### src/rtl/id_stage_fwd.sv
// Mipu pipeline decode stage: operand fetch with EX/MEM forwarding,
// load-use bubble insertion, JUMP resolution in ID and branch flush.
// Optional bubble counter is compiled in when STALL_CNT_EN is defined.
module id_stage_fwd #(
    parameter int unsigned DW   = 16,
    parameter int unsigned NREG = 8,
    parameter int unsigned AW   = 8
) (
    input  logic                 clock,
    input  logic                 reset,
    input  logic                 state,
    input  logic [15:0]          id_ir,
    input  logic [NREG*DW-1:0]   gr_bus,
    input  logic                 fw_ex_en,
    input  logic [2:0]           fw_ex_addr,
    input  logic [DW-1:0]        fw_ex_data,
    input  logic                 fw_mem_en,
    input  logic [2:0]           fw_mem_addr,
    input  logic [DW-1:0]        fw_mem_data,
    input  logic                 flush,
    output logic                 stall,
    output logic [15:0]          ex_ir,
    output logic [DW-1:0]        reg_A,
    output logic [DW-1:0]        reg_B,
    output logic [DW-1:0]        smdr,
    output logic                 jp_en,
    output logic [AW-1:0]        jp_addr
`ifdef STALL_CNT_EN
    ,
    output logic [15:0]          bubble_cnt
`endif
);

    // Opcode map shared with the rest of the Mipu pipeline
    localparam logic [4:0] OP_LOAD  = 5'b00010;
    localparam logic [4:0] OP_STORE = 5'b00011;
    localparam logic [4:0] OP_SLL   = 5'b00100;
    localparam logic [4:0] OP_SLA   = 5'b00101;
    localparam logic [4:0] OP_SRL   = 5'b00110;
    localparam logic [4:0] OP_SRA   = 5'b00111;
    localparam logic [4:0] OP_ADD   = 5'b01000;
    localparam logic [4:0] OP_ADDI  = 5'b01001;
    localparam logic [4:0] OP_SUB   = 5'b01010;
    localparam logic [4:0] OP_SUBI  = 5'b01011;
    localparam logic [4:0] OP_CMP   = 5'b01100;
    localparam logic [4:0] OP_AND   = 5'b01101;
    localparam logic [4:0] OP_OR    = 5'b01110;
    localparam logic [4:0] OP_XOR   = 5'b01111;
    localparam logic [4:0] OP_LDIH  = 5'b10000;
    localparam logic [4:0] OP_ADDC  = 5'b10001;
    localparam logic [4:0] OP_SUBC  = 5'b10010;
    localparam logic [4:0] OP_JUMP  = 5'b11000;
    localparam logic [4:0] OP_JMPR  = 5'b11001;
    localparam logic [4:0] OP_BZ    = 5'b11010;
    localparam logic [4:0] OP_BNZ   = 5'b11011;
    localparam logic [4:0] OP_BN    = 5'b11100;
    localparam logic [4:0] OP_BNN   = 5'b11101;
    localparam logic [4:0] OP_BC    = 5'b11110;
    localparam logic [4:0] OP_BNC   = 5'b11111;
    localparam logic       EXEC     = 1'b1;

    logic [15:0]   ex_ir_q,  ex_ir_d;
    logic [DW-1:0] reg_a_q,  reg_a_d;
    logic [DW-1:0] reg_b_q,  reg_b_d;
    logic [DW-1:0] smdr_q,   smdr_d;
    logic          jp_en_q,  jp_en_d;
    logic [AW-1:0] jp_addr_q, jp_addr_d;

    logic [4:0]    op;
    logic [2:0]    r1, r2, r3;
    logic          cls_a, cls_b, ralu, is_store, imm4, imm8, is_ldih, is_jump;
    logic          hazard;
    logic [DW-1:0] opnd_r1, opnd_r2, opnd_r3;

    // Forwarding mux: EX result beats MEM/WB result beats register file
    function automatic logic [DW-1:0] opnd(
        input logic [2:0]         r,
        input logic [NREG*DW-1:0] grs,
        input logic               ex_en,
        input logic [2:0]         ex_addr,
        input logic [DW-1:0]      ex_data,
        input logic               mem_en,
        input logic [2:0]         mem_addr,
        input logic [DW-1:0]      mem_data
    );
        logic [DW-1:0] v;
        v = '0;
        for (int unsigned i = 0; i < NREG; i++) begin
            if (r == 3'(i)) v = grs[i*DW +: DW];
        end
        if (mem_en && (mem_addr == r)) v = mem_data;
        if (ex_en && (ex_addr == r))   v = ex_data;
        return v;
    endfunction

    assign op = id_ir[15:11];
    assign r1 = id_ir[10:8];
    assign r2 = id_ir[6:4];
    assign r3 = id_ir[2:0];

    assign opnd_r1 = opnd(r1, gr_bus, fw_ex_en, fw_ex_addr, fw_ex_data, fw_mem_en, fw_mem_addr, fw_mem_data);
    assign opnd_r2 = opnd(r2, gr_bus, fw_ex_en, fw_ex_addr, fw_ex_data, fw_mem_en, fw_mem_addr, fw_mem_data);
    assign opnd_r3 = opnd(r3, gr_bus, fw_ex_en, fw_ex_addr, fw_ex_data, fw_mem_en, fw_mem_addr, fw_mem_data);

    // Opcode classification: which source fields are read and how reg_B is formed
    always_comb begin
        cls_a    = 1'b0;
        cls_b    = 1'b0;
        ralu     = 1'b0;
        is_store = 1'b0;
        imm4     = 1'b0;
        imm8     = 1'b0;
        is_ldih  = 1'b0;
        is_jump  = 1'b0;
        case (op)
            OP_BZ, OP_BNZ, OP_BN, OP_BNN, OP_BC, OP_BNC,
            OP_JMPR, OP_ADDI, OP_SUBI: begin
                cls_a = 1'b1;
                imm8  = 1'b1;
            end
            OP_LDIH: begin
                cls_a   = 1'b1;
                is_ldih = 1'b1;
            end
            OP_LOAD: begin
                cls_b = 1'b1;
                imm4  = 1'b1;
            end
            OP_STORE: begin
                cls_b    = 1'b1;
                imm4     = 1'b1;
                is_store = 1'b1;
            end
            OP_SLL, OP_SRL, OP_SLA, OP_SRA: begin
                cls_b = 1'b1;
                imm4  = 1'b1;
            end
            OP_ADD, OP_ADDC, OP_SUB, OP_SUBC, OP_CMP, OP_AND, OP_OR, OP_XOR: begin
                cls_b = 1'b1;
                ralu  = 1'b1;
            end
            OP_JUMP: is_jump = 1'b1;
            default: ;
        endcase
    end

    // Load-use hazard: the load in EX writes a register this instruction reads
    always_comb begin
        hazard = 1'b0;
        if (ex_ir_q[15:11] == OP_LOAD) begin
            hazard = (cls_a    && (ex_ir_q[10:8] == r1)) ||
                     (cls_b    && (ex_ir_q[10:8] == r2)) ||
                     (ralu     && (ex_ir_q[10:8] == r3)) ||
                     (is_store && (ex_ir_q[10:8] == r1));
        end
    end

    assign stall = reset && (state == EXEC) && !flush && hazard;

    // Next-state decode: flush beats stall beats normal issue
    always_comb begin
        ex_ir_d   = ex_ir_q;
        reg_a_d   = reg_a_q;
        reg_b_d   = reg_b_q;
        smdr_d    = smdr_q;
        jp_en_d   = jp_en_q;
        jp_addr_d = jp_addr_q;
        if (state == EXEC) begin
            ex_ir_d   = 16'h0000;
            jp_en_d   = 1'b0;
            jp_addr_d = '0;
            if (!flush && !hazard) begin
                if (is_jump) begin
                    jp_en_d   = 1'b1;
                    jp_addr_d = AW'(id_ir[7:0]);
                end else begin
                    ex_ir_d = id_ir;
                end
                if (cls_a) reg_a_d = opnd_r1;
                if (cls_b) reg_a_d = opnd_r2;
                if (imm4)    reg_b_d = DW'(id_ir[3:0]);
                if (imm8)    reg_b_d = DW'(id_ir[7:0]);
                if (is_ldih) reg_b_d = DW'({id_ir[7:0], 8'h00});
                if (ralu)    reg_b_d = opnd_r3;
                if (is_store) smdr_d = opnd_r1;
            end
        end
    end

    // Pipeline register toward EX
    always_ff @(posedge clock or negedge reset) begin
        if (!reset) begin
            ex_ir_q   <= 16'h0000;
            reg_a_q   <= '0;
            reg_b_q   <= '0;
            smdr_q    <= '0;
            jp_en_q   <= 1'b0;
            jp_addr_q <= '0;
        end else begin
            ex_ir_q   <= ex_ir_d;
            reg_a_q   <= reg_a_d;
            reg_b_q   <= reg_b_d;
            smdr_q    <= smdr_d;
            jp_en_q   <= jp_en_d;
            jp_addr_q <= jp_addr_d;
        end
    end

    assign ex_ir   = ex_ir_q;
    assign reg_A   = reg_a_q;
    assign reg_B   = reg_b_q;
    assign smdr    = smdr_q;
    assign jp_en   = jp_en_q;
    assign jp_addr = jp_addr_q;

`ifdef STALL_CNT_EN
    logic [15:0] bubble_cnt_q, bubble_cnt_d;

    // Saturating count of cycles lost to load-use bubbles and flushes
    always_comb begin
        bubble_cnt_d = bubble_cnt_q;
        if ((state == EXEC) && (stall || flush) && (bubble_cnt_q != 16'hFFFF))
            bubble_cnt_d = bubble_cnt_q + 16'd1;
    end

    // Bubble counter register
    always_ff @(posedge clock or negedge reset) begin
        if (!reset) bubble_cnt_q <= 16'h0000;
        else        bubble_cnt_q <= bubble_cnt_d;
    end

    assign bubble_cnt = bubble_cnt_q;
`endif

endmodule

### config.mk
export PLATFORM = sky130hd
export DESIGN_NAME = id_stage_fwd
export DESIGN_NICKNAME = d
export VERILOG_FILES = /design/src/rtl/id_stage_fwd.sv
export SDC_FILE = /design/constraint.sdc
export NUM_CORES = 1
export LEC_CHECK = 0
export ABC_AREA = 1
export CORE_ASPECT_RATIO = 0.8
export CORE_MARGIN = 2
export CORE_UTILIZATION = 40
export CTS_CLUSTER_SIZE = 14
export DETAILED_ROUTE_END_ITERATION = 6
export DONT_BUFFER_PORTS = 1
export GPL_ROUTABILITY_DRIVEN = 0
export GPL_TIMING_DRIVEN = 0
export RECOVER_POWER = 100
export SLEW_MARGIN = 20
export SYNTH_ARGS = -nofsm -noshare
export SYNTH_HDL_FRONTEND = slang
export SYNTH_SLANG_ARGS = --single-unit
### constraint.sdc
create_clock -name clock -period 3.1 [get_ports clock]
set_input_delay 0.93 -clock clock [delete_from_list [all_inputs] [get_ports clock]]
set_output_delay 0.93 -clock clock [all_outputs]
set_load 0.005 [all_outputs]
==> out/qor.yml, run 1 <==
run:
  drv_cap: 0
clock_network:
  cts_tree: "yes"
  cts.reportedPaths.clkPinSlew_ns: 0.06
  clockRootBuffer: "clkbuf_16"
  clk_path_buf_depth: 2
  clock_latency_ns: 0.34
  htree_levels: 3
  cts_made_buffers: 9
  numClockSinks: 73
  ctsResizeCount: 0
global_routing:
  grt_max_degree: 75
  grt_pass1_vias: 9733
  antenna_found_initial: 0
  gr-total-overflow: 0
  grt_pass1_wl_um: 55120
  grt_use_total_pct: 33.11
timing:
  hold_viol_final: 0
  slew_headroom_pct: 42.29
  setup_tns_ns: 0
  post-route-period-util_pct: 96.19
  post-route-min-period_ns: 2.982
  setup_violations: 0
  rsz0062_at_grt: "no"
  fmax_ghz: 0.3354
  whs_ns: 0.2762
  skew_ns: 0.008459
  maxSlewViolCount: 0
  worst_slew_pin_slew_ns: 0.8657
drt:
  ant_nets: 0
  vias: 10380
  vias_per_cell: 5.676
  wl_per_cell_um: 19.96
  drt_iter0_drc: 1268
  drc: 1
  drtPass1Iterations: 7
  wl_um: 36500
run_status:
  status: "finished, violations left"
  violations: "design-rule violations"
synthesis:
  syn_area_mm2: 0.008307
  synth_area_leaders: "nand2_1 28%, dfrtp_1 22%, nand3_1 8.6%"
  synthDistinctLibCells: 30
  synth_top_area_share_pct: 28.42
  yosysWarningCount: 0
  synth_seq_cells: 73
  avgSynthCellArea_um2: 5.387
  syn_nets: 1730
  synth-seq-area-share_pct: 21.99
  yosysTopAreaCell: "nand2_1"
  synthCells: 1542
floorplan:
  die-width_um: 165.1
  io_pins: 262
  die_area_mm2: 0.02194
  floorplan.core_area_mm2: 0.02052
  initial_utilization_pct: 40.47
  rows: 47
  die_h_um: 132.9
cells_and_area:
  areaGrowthSynthToFinish_pct: 7.576
  fillers: 2285
  drive_gt1_share_pct: 6.282
  regArea_mm2: 0.001827
  fin_nets: 1743
  multi_input_area_mm2: 0.005389
  diodes: 0
  finalNonFillerCells: 1829
worst_setup_path:
  reg2reg_setup_slack_ns: 0.61
  critical_path_class: "input port to output port"
  reg2reg_from: "ex_ir[9]"
  cp.arrival_ns: 2.05
  cp_slowest_stage_delay_ns: 0.39
  crit_path_start_kind: "input port"
  rr_endpoint: "smdr[2]"
  cp_data_required_time_ns: 2.17
  crit_end: "stall"
  path_cells: "buf_2 > xor2_1 > nor3_1 > nand2_1 > nand3_1 > nand2_2 > nor2_1"
  end_kind: "output port"
  worstSetupStartpoint: "id_ir[9]"
  ff2ff_path_depth: 9
  cpMaxStageDelayCell: "nor3_1"
  crit_fanout: 6
place:
  port_buffers: 0
  dp.cells: 1811
  place_hpwl_um: 30030
power:
  ir_drop_mv: 0.2922
  total_power_mw: 3.407
  p_leak_nw: 4.861
  powerDensity_mw_per_mm2: 381.2
min_path:
  hp-class: "input port to async pin"
-- final cells by class --
| class | instances | share of cell area, % |
|---|---|---|
| clock buffers | 10 | 2.562 |
| multi-input cells | 1208 | 60.31 |
| plain buffers | 87 | 4.439 |
| repair buffers | 2 | 0.1680 |
| well taps | 269 | 3.766 |
| flip-flops and latches | 73 | 20.44 |
| clock inverters | 6 | 1.008 |
| inverters | 174 | 7.309 |
-- per-stage QoR --
step	setup slack, ns	cell area [um^2]	utilization [%]
3_3_place_gp	-0.1517	8643	42.11
2_1_floorplan	0.2800	8307	-
6_report	0.1182	8936	43.54
3_5_place_dp	-0.1471	8643	42.11
5_1_grt	0.004528	8936	43.54
4_1_cts	0.09030	8970	43.71
-- cell usage after synthesis --
library cell and n:
a21oi_1 70, buf_1 8, buf_2 42, buf_4 7, buf_6 3, clkbuf_1 27
clkinv_1 3, dfrtp_1 73, inv_1 164, inv_2 6, inv_4 1, nand2_1 629
nand2_2 2, nand2_4 2, nand3_1 142, nand3_4 2, nand4_1 86, nor2_1 135
nor2_2 3, nor2_4 3, nor2_8 1, nor3_1 10, nor3_2 8, o211ai_1 2
o21ai_0 84, o21ai_2 1, o22ai_1 7, or2_2 6, xnor2_1 3, xor2_1 12
-- flip-flops by register name, summed over array words and instances (netlist names) --
name and count:
ex_ir 16, jp_addr 8, jp_en 1, reg_A 16, reg_B 16, smdr 16
-- layer usage --
metal / global-route usage (%) / vias up / part of all wire [%]
li1: - / 4938 / -
met1: 43.65 / 4687 / 40
met2: 48.75 / 659 / 41
met5: 0 / - / 0
met4: 11.01 / 0 / 3.8
met3: 13.76 / 97 / 16
-- power by group --
| group | total, mW | internal, mW | switching (mW) |
|---|---|---|---|
| combinational | 1.03 | 0.330 | 0.704 |
| sequential | 1.24 | 1.10 | 0.139 |
| clock | 1.13 | 0.708 | 0.422 |
-- what timing repair did --
action,4_1_cts,5_1_grt
pin swaps,1,1
hold buffers,0,0
buffers inserted,1,1
setup endpoints to repair,1,1
-- logic make-up (layout without fill, tap and decap cells) --
family | after synthesis | in the layout | share of synthesized area, %
buf+inv | 261 | 279 | 13.04
flops | 73 | 73 | 21.99
compound gates | 164 | 164 | 10.09
simple gates | 1029 | 1029 | 53.29
xor+xnor | 15 | 15 | 1.582
-- worst max-delay path: cells and delay by family --
| family | cells | cell delay, ns |
|---|---|---|
| xor+xnor | 1 | 0.17 |
| buf+inv | 1 | 0.15 |
| simple gates | 5 | 0.79 |
-- cells in the final DEF (no fill, tap or decap) --
cell type and n:
clkinv_4 1, clkbuf_16 9, o22ai_1 7, nand3_1 142, nor2_2 3, clkinvlp_4 1, bufinv_16 2, clkinv_2 1
inv_6 1, inv_1 165, clkinv_1 3, xor2_1 12, dfrtp_1 73, nor2_4 3, o21ai_0 84, nand2_4 1
buf_2 39, o21ai_2 1, nand3_4 2, xnor2_1 3, o211ai_1 2, nand2_1 630, nand2_2 2, inv_2 6
nand4_1 86, buf_4 6, nor3_1 10, nor3_2 8, buf_1 8, or2_2 6, clkbuf_1 32, a21oi_1 70
nor2_8 1, clkbuf_2 5, nor2_1 135
-- worst min-delay path by stage --
stage | startpoint | to | slack, ns | cells past startpoint
floorplan | reg_B[0] | reg_B[0] | 0.47 | 2
global placement | jp_addr[7] | jp_addr[7] | 0.49 | 2
detailed placement | reg_A[11] | reg_A[11] | 0.50 | 2
CTS | reset | jp_en | 0.26 | 0
global route | reset | jp_en | 0.26 | 0
finish | reset | jp_addr[3] | 0.28 | 0
(Power assumes the default switching activity.)
==> inputs of run 2 (changes only) <==
--- a/config.mk
+++ b/config.mk
@@ -14,6 +14,7 @@
 export DONT_BUFFER_PORTS = 1
 export GPL_ROUTABILITY_DRIVEN = 0
 export GPL_TIMING_DRIVEN = 0
+export PLACE_DENSITY = 0.53
 export RECOVER_POWER = 100
 export SLEW_MARGIN = 20
 export SYNTH_ARGS = -nofsm -noshare
==> run 2 against run 1 <==
  * The flow now finishes without violations
  * Clock-buffer cell count did not move
  * Critical path depth unchanged
  * Sequential share of layout area grew 0.089 points
  * Die area did not move
  * Clock skew decreased by 0.00051 ns
  * Global-route usage rose by 0.088 points
  * Routed wire length increased by 0.97%
  * Hold slack better by 0.0011 ns
  * Setup slack better by 0.041 ns
  * Via count is 0.64% lower
  * Fmax is 1.4% higher
  * Utilization down 0.19 points
  * Largest cell class unchanged
==> out/qor.yml, run 2 (synthesis gave the netlist of run 1 again) <==
run_status:
  status: "finished, final reports clean"
drt:
  ant_nets: 0  # unchanged
  wl_per_cell_um: 20.15  # +0.97%
  wl_um: 36860  # +0.97%
  vias: 10320  # -0.64%
  drtPass1Iterations: 6  # -1
  drt_iter0_drc: 1104  # -13%
  drc: 0  # -1
  vias_per_cell: 5.640  # -0.64%
cells_and_area:
  diodes: 0  # unchanged
  final_common_cell: "nand2_1"
  areaGrowthSynthToFinish_pct: 7.109
  drive_gt1_share_pct: 6.410  # +0.13 points
  fillers: 2351  # +2.9%
  fin_nets: 1743  # unchanged
  final_cell_mix: "630 x nand2_1, 164 x inv_1, 142 x nand3_1"
floorplan:
  die_area_mm2: 0.02194  # unchanged
  initial_utilization_pct: 40.47  # unchanged
  rows: 47  # unchanged
  die-width_um: 165.1  # unchanged
  io_pins: 262  # unchanged
  floorplan.core_area_mm2: 0.02052  # unchanged
  die_h_um: 132.9  # unchanged
worst_setup_path:
  crit_path_start_kind: "input port"
  rr_endpoint: "smdr[2]"
  crit_fanout: 6  # unchanged
  cp.arrival_ns: 2.01  # -0.04 ns
  critical_path_class: "input port to output port"
  end_kind: "output port"
  reg2reg_from: "ex_ir[9]"
  cp_data_required_time_ns: 2.17  # about the same
  ff2ff_path_depth: 9  # unchanged
  reg2reg_setup_slack_ns: 0.60  # about the same
timing:
  post-route-period-util_pct: 94.86  # -1.3 points
  maxSlewViolCount: 0  # unchanged
  slew_headroom_pct: 39.18  # -3.1 points
  hold_viol_final: 0  # unchanged
  rsz0062_at_grt: "no"
  setup_violations: 0  # unchanged
  worst_slew_pin_slew_ns: 0.9122  # +0.04655 ns
  skew_ns: 0.007951  # -0.0005089 ns
  whs_ns: 0.2773  # +0.001095 ns
  setup_tns_ns: 0  # unchanged
  post-route-min-period_ns: 2.941  # -0.04126 ns
  fmax_ghz: 0.3401  # +1.4%
clock_network:
  numClockSinks: 73  # unchanged
  clockRootBuffer: "clkbuf_16"
  clk_path_buf_depth: 2  # unchanged
  clock_latency_ns: 0.34  # about the same
  htree_levels: 3  # unchanged
  cts_made_buffers: 9  # unchanged
  cts.reportedPaths.clkPinSlew_ns: 0.06  # about the same
  cts_tree: "yes"
  ctsResizeCount: 0  # unchanged
global_routing:
  grt_use_total_pct: 33.20  # +0.088 points
  antenna_found_initial: 0  # unchanged
  gr-total-overflow: 0  # unchanged
  grt_pass1_vias: 9669  # -0.66%
  grt_max_degree: 75  # unchanged
  grt_pass1_wl_um: 55190  # +0.13%
place:
  place_hpwl_um: 30520  # +1.6%
  port_buffers: 0  # unchanged
run:
  drv_cap: 0  # unchanged
power:
  p_leak_nw: 4.844  # -0.34%
  ir_drop_mv: 0.2157  # -26%
  powerDensity_mw_per_mm2: 364.7  # -4.3%
min_path:
  hp-class: "input port to async pin"
[run 2: changes by cell type in the layout (fill, tap and decap cells not counted), moves of 2 or more]
cell | previous run | this run
bufinv_16 | 2 | 0
clkbuf_4 | 0 | 2
clkbuf_1 | 32 | 30
clkbuf_2 | 5 | 0
buf_4 | 6 | 9
buf_2 | 39 | 41
[run 2: power breakdown]
| group | total [mW] | switching [mW] | internal [mW] |
|---|---|---|---|
| logic | 1.04 | 0.706 | 0.332 |
| clock network | 0.973 | 0.430 | 0.543 |
| registers | 1.23 | 0.131 | 1.10 |
| total | 3.25 | 1.27 | 1.98 |
[run 2: routing by layer]
| metal | routed length, um | global-route usage (%) | up-vias |
|---|---|---|---|
| li1 | - | - | 4944 |
| met1 | 15470 | 45.54 | 4697 |
| met2 | 15090 | 49.47 | 598 |
| met3 | 5239 | 12.04 | 76 |
| met4 | 1055 | 8.164 | 0 |
| met5 | 0 | 0 | - |
[run 2: how the worst max path moves through the flow]
stage,start,to,slack [ns],cells after the start
floorplan,id_ir[15],stall,0.28,8
global placement,id_ir[15],stall,-0.22,8
detailed placement,id_ir[15],stall,-0.23,8
CTS,id_ir[9],stall,0.08,7
global route,id_ir[15],reg_A[2],0.01,15
finish,id_ir[9],stall,0.16,7
[run 2: layout make-up]
class	count	area (um^2)	area share, %
multi-input combinational	1208	5381	60.48
sequential	73	1827	20.53
inverter	174	654.4	7.355
buffer	87	411.6	4.627
tap	269	336.6	3.783
clock buffer	10	229.0	2.573
clock inverter	6	42.54	0.4781
timing repair buffer	2	15.01	0.1688
[run 2: through the flow]
step           worst slack, ns  util (%)  area, um^2  std cells  power, mW
6_report                0.1594     43.35        8897       1829      3.245
5_1_grt                0.01282     43.35        8897       1829      3.461
4_1_cts                0.07999     43.47        8922       1828      3.252
3_5_place_dp           -0.2333     42.11        8643       1811      2.280
3_3_place_gp           -0.2151     42.11        8643       1811      2.271
2_1_floorplan           0.2800         -        8307       1542      1.957
[run 2: what timing repair did]
| action | 4_1_cts | 5_1_grt |
|---|---|---|
| setup endpoints to repair | 1 | 1 |
| buffers inserted | 1 | 1 |
| hold buffers | 0 | 0 |
| hold endpoints to repair | 0 | 0 |
| pin swaps | 1 | 1 |
[run 2: critical path, stage by stage]
cell and delay (ns):
buf_2 0.16, xor2_1 0.18, nor3_1 0.34, nand2_1 0.10, nand3_1 0.12, nand2_2 0.06, nor2_1 0.12
==> inputs of run 3 (changes only) <==
--- a/config.mk
+++ b/config.mk
@@ -16,6 +16,7 @@
 export GPL_TIMING_DRIVEN = 0
 export PLACE_DENSITY = 0.53
 export RECOVER_POWER = 100
+export REMOVE_ABC_BUFFERS = 1
 export SLEW_MARGIN = 20
 export SYNTH_ARGS = -nofsm -noshare
 export SYNTH_HDL_FRONTEND = slang
==> run 3 against run 2 <==
  * Clock power up 20%
  * Total power up 3.7%
  * Final cell count down 4.1%
  * Clock skew up 0.0052 ns
  * Cell area down 1.7%
  * Clock-buffer cell count down 1
  * Global-route usage down 2.9 points
  * First-iteration DRC count down 7.2%
  * Critical path type unchanged
==> out/qor.yml, run 3 (synthesis gave the netlist of run 1 again) <==
global_routing:
  grt_pass1_vias: 9367  # -3.1%
  grt_pass1_wl_um: 51900  # -6.0%
  grt_use_total_pct: 30.27  # -2.9 points
  grt_max_degree: 75  # unchanged
  gr-total-overflow: 0  # unchanged
  antenna_found_initial: 0  # unchanged
cells_and_area:
  fin_util_pct: 42.63  # -0.73 points
  final_cell_mix: "630 x nand2_1, 162 x inv_1, 142 x nand3_1"
  layout.cell_area.non_filler_mm2: 0.008748  # -1.7%
  final_common_cell: "nand2_1"
  drive_gt1_share_pct: 4.781  # -1.6 points
  areaGrowthSynthToFinish_pct: 5.317
  diodes: 0  # unchanged
  fin_nets: 1668  # -4.3%
  finalNonFillerCells: 1754  # -4.1%
clock_network:
  htree_levels: 3  # unchanged
  numClockSinks: 73  # unchanged
  cts_made_buffers: 9  # unchanged
  clockRootBuffer: "clkbuf_16"
  clock_latency_ns: 0.34  # about the same
  cts_tree: "yes"
  cts.reportedPaths.clkPinSlew_ns: 0.07  # about the same
  clk_path_buf_depth: 2  # unchanged
worst_setup_path:
  cp_data_required_time_ns: 2.17  # about the same
  cpMaxStageDelayCell: "nand3_4"
  crit_fanout: 18  # +12
  critPathTopFamily: "simple AND/OR/NAND/NOR gates"
  critical_path_class: "input port to output port"
  cp_num_buf_inv: 0  # -1
  cp_slowest_stage_delay_ns: 0.24  # -0.10 ns
  cp.arrival_ns: 2.06  # +0.05 ns
  end_kind: "output port"
  crit_path_start_kind: "input port"
  cpMostUsedCell: "nand2_1"
  path_cells: "nor2_2 > nand2_2 > o21ai_2 > nand2_4 > nand3_4 > nand2_1 > nand3_1 > nand2_1 > nor2_1"
drt:
  drt_iter0_drc: 1025  # -7.2%
  drc: 0  # unchanged
  vias: 9854  # -4.5%
  wl_per_cell_um: 19.33  # -4.1%
  wl_um: 33910  # -8.0%
  drtPass1Iterations: 7  # +1
  ant_nets: 0  # unchanged
  vias_per_cell: 5.618  # -0.38%
floorplan:
  io_pins: 262  # unchanged
  floorplan.core_area_mm2: 0.02052  # unchanged
  die_h_um: 132.9  # unchanged
  rows: 47  # unchanged
  die-width_um: 165.1  # unchanged
  initial_utilization_pct: 40.47  # unchanged
  die_area_mm2: 0.02194  # unchanged
power:
  powerDensity_mw_per_mm2: 384.6  # +5.5%
  ir_drop_mv: 0.3212  # +49%
  p_leak_nw: 4.680  # -3.4%
  p_int_mw: 2.128  # +7.5%
  p_sw_mw: 1.237  # -2.3%
  p_clk_share_pct: 34.8  # +4.8 points
  combPwrFrac_pct: 28.0  # -4.0 points
  p_seq_share_pct: 37.1  # -0.9 points
  swShare_pct: 36.76  # -2.2 points
timing:
  rsz0062_at_grt: "no"
  maxSlewViolCount: 0  # unchanged
  fmax_ghz: 0.3348  # -1.5%
  hold_viol_final: 0  # unchanged
  setup_violations: 0  # unchanged
  whs_ns: 0.2762  # -0.001079 ns
  worst_slew_pin_slew_ns: 0.9396  # +0.02732 ns
  post-route-min-period_ns: 2.987  # +0.04602 ns
  slew_headroom_pct: 37.16  # -2.0 points
  post-route-period-util_pct: 96.34  # +1.5 points
  skew_ns: 0.01319  # +0.005238 ns
run:
  drv_cap: 0  # unchanged
place:
  dpl-instance-area_mm2: 0.008319  # -3.7%
  dp.cells: 1731  # -4.4%
  place_hpwl_um: 25180  # -18%
  port_buffers: 0  # unchanged
min_path:
  hp-class: "input port to async pin"
run_status:
  status: "finished, final reports clean"
## run 3: changes by cell type in the layout (fill, tap and decap cells not counted), sizes merged
cell and delta:
clkinv -2, clkinvlp +3, bufinv +2, buf -47, nor2 +1, clkbuf -32
## run 3: layout make-up
type / instances / area (um^2)
fill: 2286 / 11780
tap: 269 / 336.6
timing repair inverter: 2 / 12.51
clock inverter: 7 / 101.3
inverter: 174 / 663.1
sequential: 73 / 1827
multi-input combinational: 1209 / 5489
timing repair buffer: 11 / 93.84
clock buffer: 9 / 225.2
## run 3: path summary, 6_finish.rpt
| check | endpoint | cells past startpoint | slack (ns) | from |
|---|---|---|---|---|
| setup / recovery | stall | 9 | 0.11 | id_ir[13] |
| hold / removal | ex_ir[1] | 0 | 0.28 | reset |
| setup reg to reg | reg_B[14] | 10 | 0.74 | ex_ir[9] |
| hold reg to reg | jp_addr[7] | 2 | 0.51 | jp_addr[7] |
| max in group asynchronous | reg_A[8] | 0 | 2.70 | reset |
| min in group clock | jp_addr[7] | 2 | 0.51 | jp_addr[7] |
## run 3: power groups by stage
stage	combinational [mW]	clock, mW	sequential, mW
CTS	0.931	1.19	1.25
finish	0.943	1.17	1.25
global route	1.09	1.22	1.27
detailed placement	0.924	0	1.27
global placement	0.903	0	1.27
floorplan	0.682	0	1.21
## run 3: timing repair
item                                    CTS  global route
pin swaps                                 1             2
hold buffers                              0             0
endpoints found under the setup margin   46            40
gates cloned                              0             3
resized for setup                         1             4
hold endpoints to repair                  0             0
setup buffers                             1             3
## run 3: worst reg2reg max path: cells and delay by family (launching register included)
family                 cells  cell delay (ns)
XOR/XNOR                   1             0.18
AND/OR/NAND/NOR            8             1.27
flip-flops                 1             0.48
buffers and inverters      1             0.35
## run 3: layer usage
layer / part of all wire, % / wire [um] / vias to the layer above / track usage, %
li1: - / - / 4787 / -
met4: 2.4 / 822 / 0 / 7.246
met2: 44 / 14910 / 484 / 47.92
met5: 0 / 0 / - / 0
met1: 41 / 14030 / 4526 / 39.71
met3: 12 / 4154 / 57 / 10.16
## run 3: per-stage QoR
stage | power (mW) | setup TNS [ns] | setup WS, ns
after floorplan | 1.893 | -10.90 | -0.3710
after global placement | 2.173 | -61.13 | -1.693
after global routing | 3.580 | 0 | 0.005263
final | 3.365 | 0 | 0.1134
after CTS | 3.372 | 0 | 0.07383
after detailed placement | 2.193 | -20.18 | -0.4846
